File: src/rtl/cond_wb_unit.sv
// Condition evaluation, NZCV flag register, strobe gating and two-beat long-multiply write-back.
// Optional FLAG_FWD_EN: CondSample evaluates Cond against the forwarded next-state flags.
module cond_wb_unit #(
    parameter int WIDTH  = 32,
    parameter int ADDR_W = 4
) (
    input  logic              clk,
    input  logic              reset,
    input  logic [3:0]        Cond,
    input  logic [3:0]        ALUFlags,
    input  logic [1:0]        FlagW,
    input  logic              CondSample,
    input  logic              PCS,
    input  logic              RegW,
    input  logic              MemW,
    input  logic              NoWrite,
    output logic              PCWrite,
    output logic              RegWrite,
    output logic              MemWrite,
    output logic [3:0]        Flags,
    output logic              CondEx,
    input  logic              LongWB,
    input  logic [WIDTH-1:0]  Result,
    input  logic [WIDTH-1:0]  Result2,
    input  logic [ADDR_W-1:0] RdLo,
    input  logic [ADDR_W-1:0] RdHi,
    output logic              wb_valid,
    input  logic              wb_ready,
    output logic [ADDR_W-1:0] wb_addr,
    output logic [WIDTH-1:0]  wb_data,
    output logic              busy
);

    typedef enum logic [1:0] {S_IDLE, S_LO, S_HI} state_t;

    state_t            state, state_next;
    logic [3:0]        flags_next;
    logic [3:0]        eval_flags;
    logic [WIDTH-1:0]  lo_word, hi_word;
    logic [ADDR_W-1:0] rd_lo, rd_hi;
    logic              start_long;

    // Flags are {N,Z,C,V}; encoding 4'hF is "never".
    function automatic logic cond_met(input logic [3:0] c, input logic [3:0] f);
        logic n, z, cf, v;
        {n, z, cf, v} = f;
        case (c)
            4'h0:    cond_met = z;
            4'h1:    cond_met = !z;
            4'h2:    cond_met = cf;
            4'h3:    cond_met = !cf;
            4'h4:    cond_met = n;
            4'h5:    cond_met = !n;
            4'h6:    cond_met = v;
            4'h7:    cond_met = !v;
            4'h8:    cond_met = cf && !z;
            4'h9:    cond_met = !cf || z;
            4'hA:    cond_met = (n == v);
            4'hB:    cond_met = (n != v);
            4'hC:    cond_met = !z && (n == v);
            4'hD:    cond_met = z || (n != v);
            4'hE:    cond_met = 1'b1;
            default: cond_met = 1'b0;
        endcase
    endfunction

    always_comb begin
        flags_next = Flags;
        if (CondEx && FlagW[1]) flags_next[3:2] = ALUFlags[3:2];
        if (CondEx && FlagW[0]) flags_next[1:0] = ALUFlags[1:0];
    end

`ifdef FLAG_FWD_EN
    assign eval_flags = flags_next;
`else
    assign eval_flags = Flags;
`endif

    // NOTE: sequential state uses non-blocking (<=) so every register samples pre-edge values.
    always_ff @(posedge clk or negedge reset) begin
        if (!reset) begin
            Flags  <= 4'b0000;
            CondEx <= 1'b0;
        end else begin
            Flags <= flags_next;
            if (CondSample) CondEx <= cond_met(Cond, eval_flags);
        end
    end

    assign PCWrite  = PCS && CondEx;
    assign RegWrite = RegW && CondEx && !NoWrite;
    assign MemWrite = MemW && CondEx;

    assign start_long = (state == S_IDLE) && LongWB && CondEx;

    // NOTE: the capture registers are ordinary flops, not a memory array, so resetting them is cheap.
    always_ff @(posedge clk or negedge reset) begin
        if (!reset) begin
            state   <= S_IDLE;
            lo_word <= '0;
            hi_word <= '0;
            rd_lo   <= '0;
            rd_hi   <= '0;
        end else begin
            state <= state_next;
            if (start_long) begin
                lo_word <= Result;
                hi_word <= Result2;
                rd_lo   <= RdLo;
                rd_hi   <= RdHi;
            end
        end
    end

    // NOTE: every output of this block gets a default first, so no path can infer a latch.
    always_comb begin
        state_next = state;
        wb_valid   = 1'b0;
        wb_addr    = '0;
        wb_data    = '0;
        case (state)
            S_IDLE: if (start_long) state_next = S_LO;
            S_LO: begin
                wb_valid = 1'b1;
                wb_addr  = rd_lo;
                wb_data  = lo_word;
                if (wb_ready) state_next = S_HI;
            end
            S_HI: begin
                wb_valid = 1'b1;
                wb_addr  = rd_hi;
                wb_data  = hi_word;
                if (wb_ready) state_next = S_IDLE;
            end
            default: state_next = S_IDLE;
        endcase
    end

    assign busy = (state != S_IDLE);

endmodule

File: config.mk
export PLATFORM = sky130hd
export DESIGN_NAME = cond_wb_unit
export DESIGN_NICKNAME = d
export VERILOG_FILES = /design/src/rtl/cond_wb_unit.sv
export SDC_FILE = /design/constraint.sdc
export NUM_CORES = 1
export LEC_CHECK = 0
export ABC_AREA = 1
export CAP_MARGIN = 30
export CORE_ASPECT_RATIO = 2
export CORE_MARGIN = 5
export CORE_UTILIZATION = 31
export DETAILED_ROUTE_END_ITERATION = 7
export MAX_ROUTING_LAYER = met4
export PLACE_DENSITY_LB_ADDON = 0.25
export SYNTH_ARGS = -nofsm -noshare
export SYNTH_HDL_FRONTEND = slang
export SYNTH_SLANG_ARGS = --single-unit
File: constraint.sdc
create_clock -name clk -period 1.5 [get_ports clk]
set_clock_uncertainty 0.1 [all_clocks]
set_input_delay 0.3 -clock clk [delete_from_list [all_inputs] [get_ports clk]]
set_output_delay 0.3 -clock clk [all_outputs]
set_load 0.05 [all_outputs]
==> flow_metrics.py <==
metrics = {
    "status": {
        "status": "complete, but fails checks",
        "violations": "negative setup slack",
    },
    "route": {
        "first_pass_iters": 4,
        "drt-vias-per-instance": 4.73,
        "drc": 0,
        "first_iter_violations": 145,
        "num_vias": 3988,
        "finalWirelength_um": 13600,
        "wl_per_cell_um": 16.1,
        "ant_nets": 0,
    },
    "setup_path": {
        "reg2reg_slack_ns": -0.09,
        "timing.rr.end": "state[1]",
        "cp.required_ns": 1.10,
        "arrival_ns": 1.69,
        "crit_type": "reg2out",
        "reg2regPathDepth": 7,
        "r2r-start": "state[0]",
        "cp_max_fo": 16,
        "endpoint_kind": "primary output",
        "start_kind": "register",
    },
    "global_route": {
        "grt_pass1_wl_um": 20100,
        "grt_pass1_vias": 4150,
        "overflow": 0,
        "antenna_found_initial": 0,
        "grt_max_degree": 80,
        "track_usage_pct": 17.9,
    },
    "sta": {
        "final.min_clock_period_ns": 2.09,
        "final.period_utilization_pct": 139,
        "layout_setup_ws_ns": -0.588,
        "setup_viol": 115,
        "rsz0062_at_grt": "true",
        "tightest_slew_ns": 0.450,
        "fmax_mhz": 479,
        "whs_ns": 0.370,
        "maxSlewViolCount": 0,
        "fin_tns_setup_ns": -23.08,
        "hold_violations": 0,
        "relSlewSlack_pct": 70.0,
    },
    "min_path": {
        "hold_path_end": "lo_word[29]",
        "min_path_cells": 2,
        "worstHoldStart": "lo_word[29]",
        "hold_class": "reg2reg",
    },
    "final_layout": {
        "final_cell_area_um2": 7550,
        "fillers": 1011,
        "layout_commonest_cell": "nand2_1",
        "drive_above_1_share_pct": 34.2,
        "area_growth_pct": 95.2,
        "final_nets": 787,
        "final_core_util_pct": 61.9,
        "post_layout_nonfiller_instances": 843,
        "layout_common_cells": "nand2_1 (244), clkdlybuf4s50_1 (89), dfrtp_1 (78)",
        "antenna_cells": 0,
    },
    "synthesis": {
        "yosysSeqAreaShare_pct": 51.1,
        "ys_seq_elements": 79,
        "postSynthCellCount": 520,
        "yosys_warnings": 0,
        "postSynthAreaPerCell_um2": 7.44,
        "syn_nets": 616,
        "synth_cell_types": 17,
        "synthesis.area_um2": 3870,
    },
    "placement": {
        "place_congestion": 0.861,
        "numPortBuffers": 136,
        "dpl_worst_slack_ns": -0.338,
        "place_area_um2": 6470,
        "dpl.cell_count": 806,
        "hpwl_um": 9140,
    },
    "power_and_ir_drop": {
        "leakage_nw": 3.49,
        "peakVddDrop_v": 0.00165,
        "power_density_nw_per_um2": 2250,
        "power_mw": 16.9,
    },
    "clock_network": {
        "cts.path.max_buffers": 2,
        "cts_max_level": 3,
        "cts.sinks": 79,
        "cts_buffers": 9,
        "clock_latency_ns": 0.33,
        "cts_tree": "done",
        "clockRootBuffer": "clkbuf_16",
        "path_clk_slew_ns": 0.06,
    },
    "job": {
        "drv_cap": 0,
    },
    "floorplanning": {
        "core_area_um2": 12200,
        "die_w_um": 89.0,
        "fp-row-count": 57,
        "dieArea_um2": 14900,
        "start_util_pct": 31.7,
        "dieHeight_um": 168,
        "ioPinCount": 137,
    },
}
worst max-delay path: stages (launching register included):
cell and delay, ns:
dfrtp_1 0.39, inv_2 0.12, ha_4 0.20, buf_12 0.17
nand2_1 0.12, a21oi_4 0.19, buf_12 0.15
worst max path at each step:
stage / start / endpoint / cells past startpoint / slack (ns)
after floorplan: state[0] / wb_addr[0] / 5 / -0.36
after global placement: state[0] / wb_data[17] / 6 / -0.29
after detailed placement: state[0] / wb_data[28] / 6 / -0.34
after CTS: state[0] / wb_data[27] / 6 / -0.62
after global routing: state[0] / wb_data[31] / 6 / -0.64
final: state[0] / wb_data[12] / 6 / -0.59
per-layer routing:
metal | vias to the layer above | routed length, um | GRT usage [%]
met1 | 1905 | 4860 | 19.0
met2 | 122 | 7810 | 32.3
met3 | 22 | 550 | 2.20
met5 | - | 0 | -
met4 | 0 | 365 | 7.26
li1 | 1939 | - | -
registers in the layout, summed over array words and instances (netlist names):
name,cells
rd_hi,4
rd_lo,4
lo_word,32
state,2
CondEx,1
Flags,4
hi_word,32
power by group:
part | switching, mW | leakage (nW) | internal, mW
clock | 0.859 | 0.158 | 1.54
combinational | 5.92 | 2.35 | 4.95
sequential | 0.584 | 0.989 | 3.09
layout make-up:
class	instances	area [um^2]	share of cell area, %
repair buffers	187	2590	34.4
multi-input cells	394	2360	31.2
clock inverters	5	80.1	1.06
clock buffers	11	253	3.35
inverters	20	100	1.33
flip-flops and latches	79	1980	26.2
well taps	147	184	2.44
cells in the mapped netlist, drive strengths merged:
cell,count,area [um^2]
o21ai,1,5.00
and3,1,7.51
inv,19,71.3
nand3,11,55.1
dfrtp,79,1980
clkbuf,7,96.3
a21oi,43,215
nor2,14,52.6
a21boi,1,7.51
buf,20,103
nand2,317,1190
ha,5,62.6
clkinv,1,3.75
o22ai,1,20.0
what timing repair did:
item                                    in CTS  in global routing
gates cloned                                 3                  6
pin swaps                                    4                 55
gates resized for setup                     30                103
buffers inserted                             7                  4
hold buffers                                 1                  0
endpoints found under the setup margin      74                116
endpoints found under the hold margin       79                  0
logic make-up (layout without fill, tap and decap cells):
logic type	count (synthesis)	count (layout)	share of synthesized area, %
AO/OA/AOI/OAI	46	46	6.41
flip-flops	79	79	51.1
buffers and inverters	47	223	7.09
AND/OR/NAND/NOR	343	343	33.8
adder cells (fa/ha/maj)	5	5	1.62
Power figures use the tool's default switching activity.
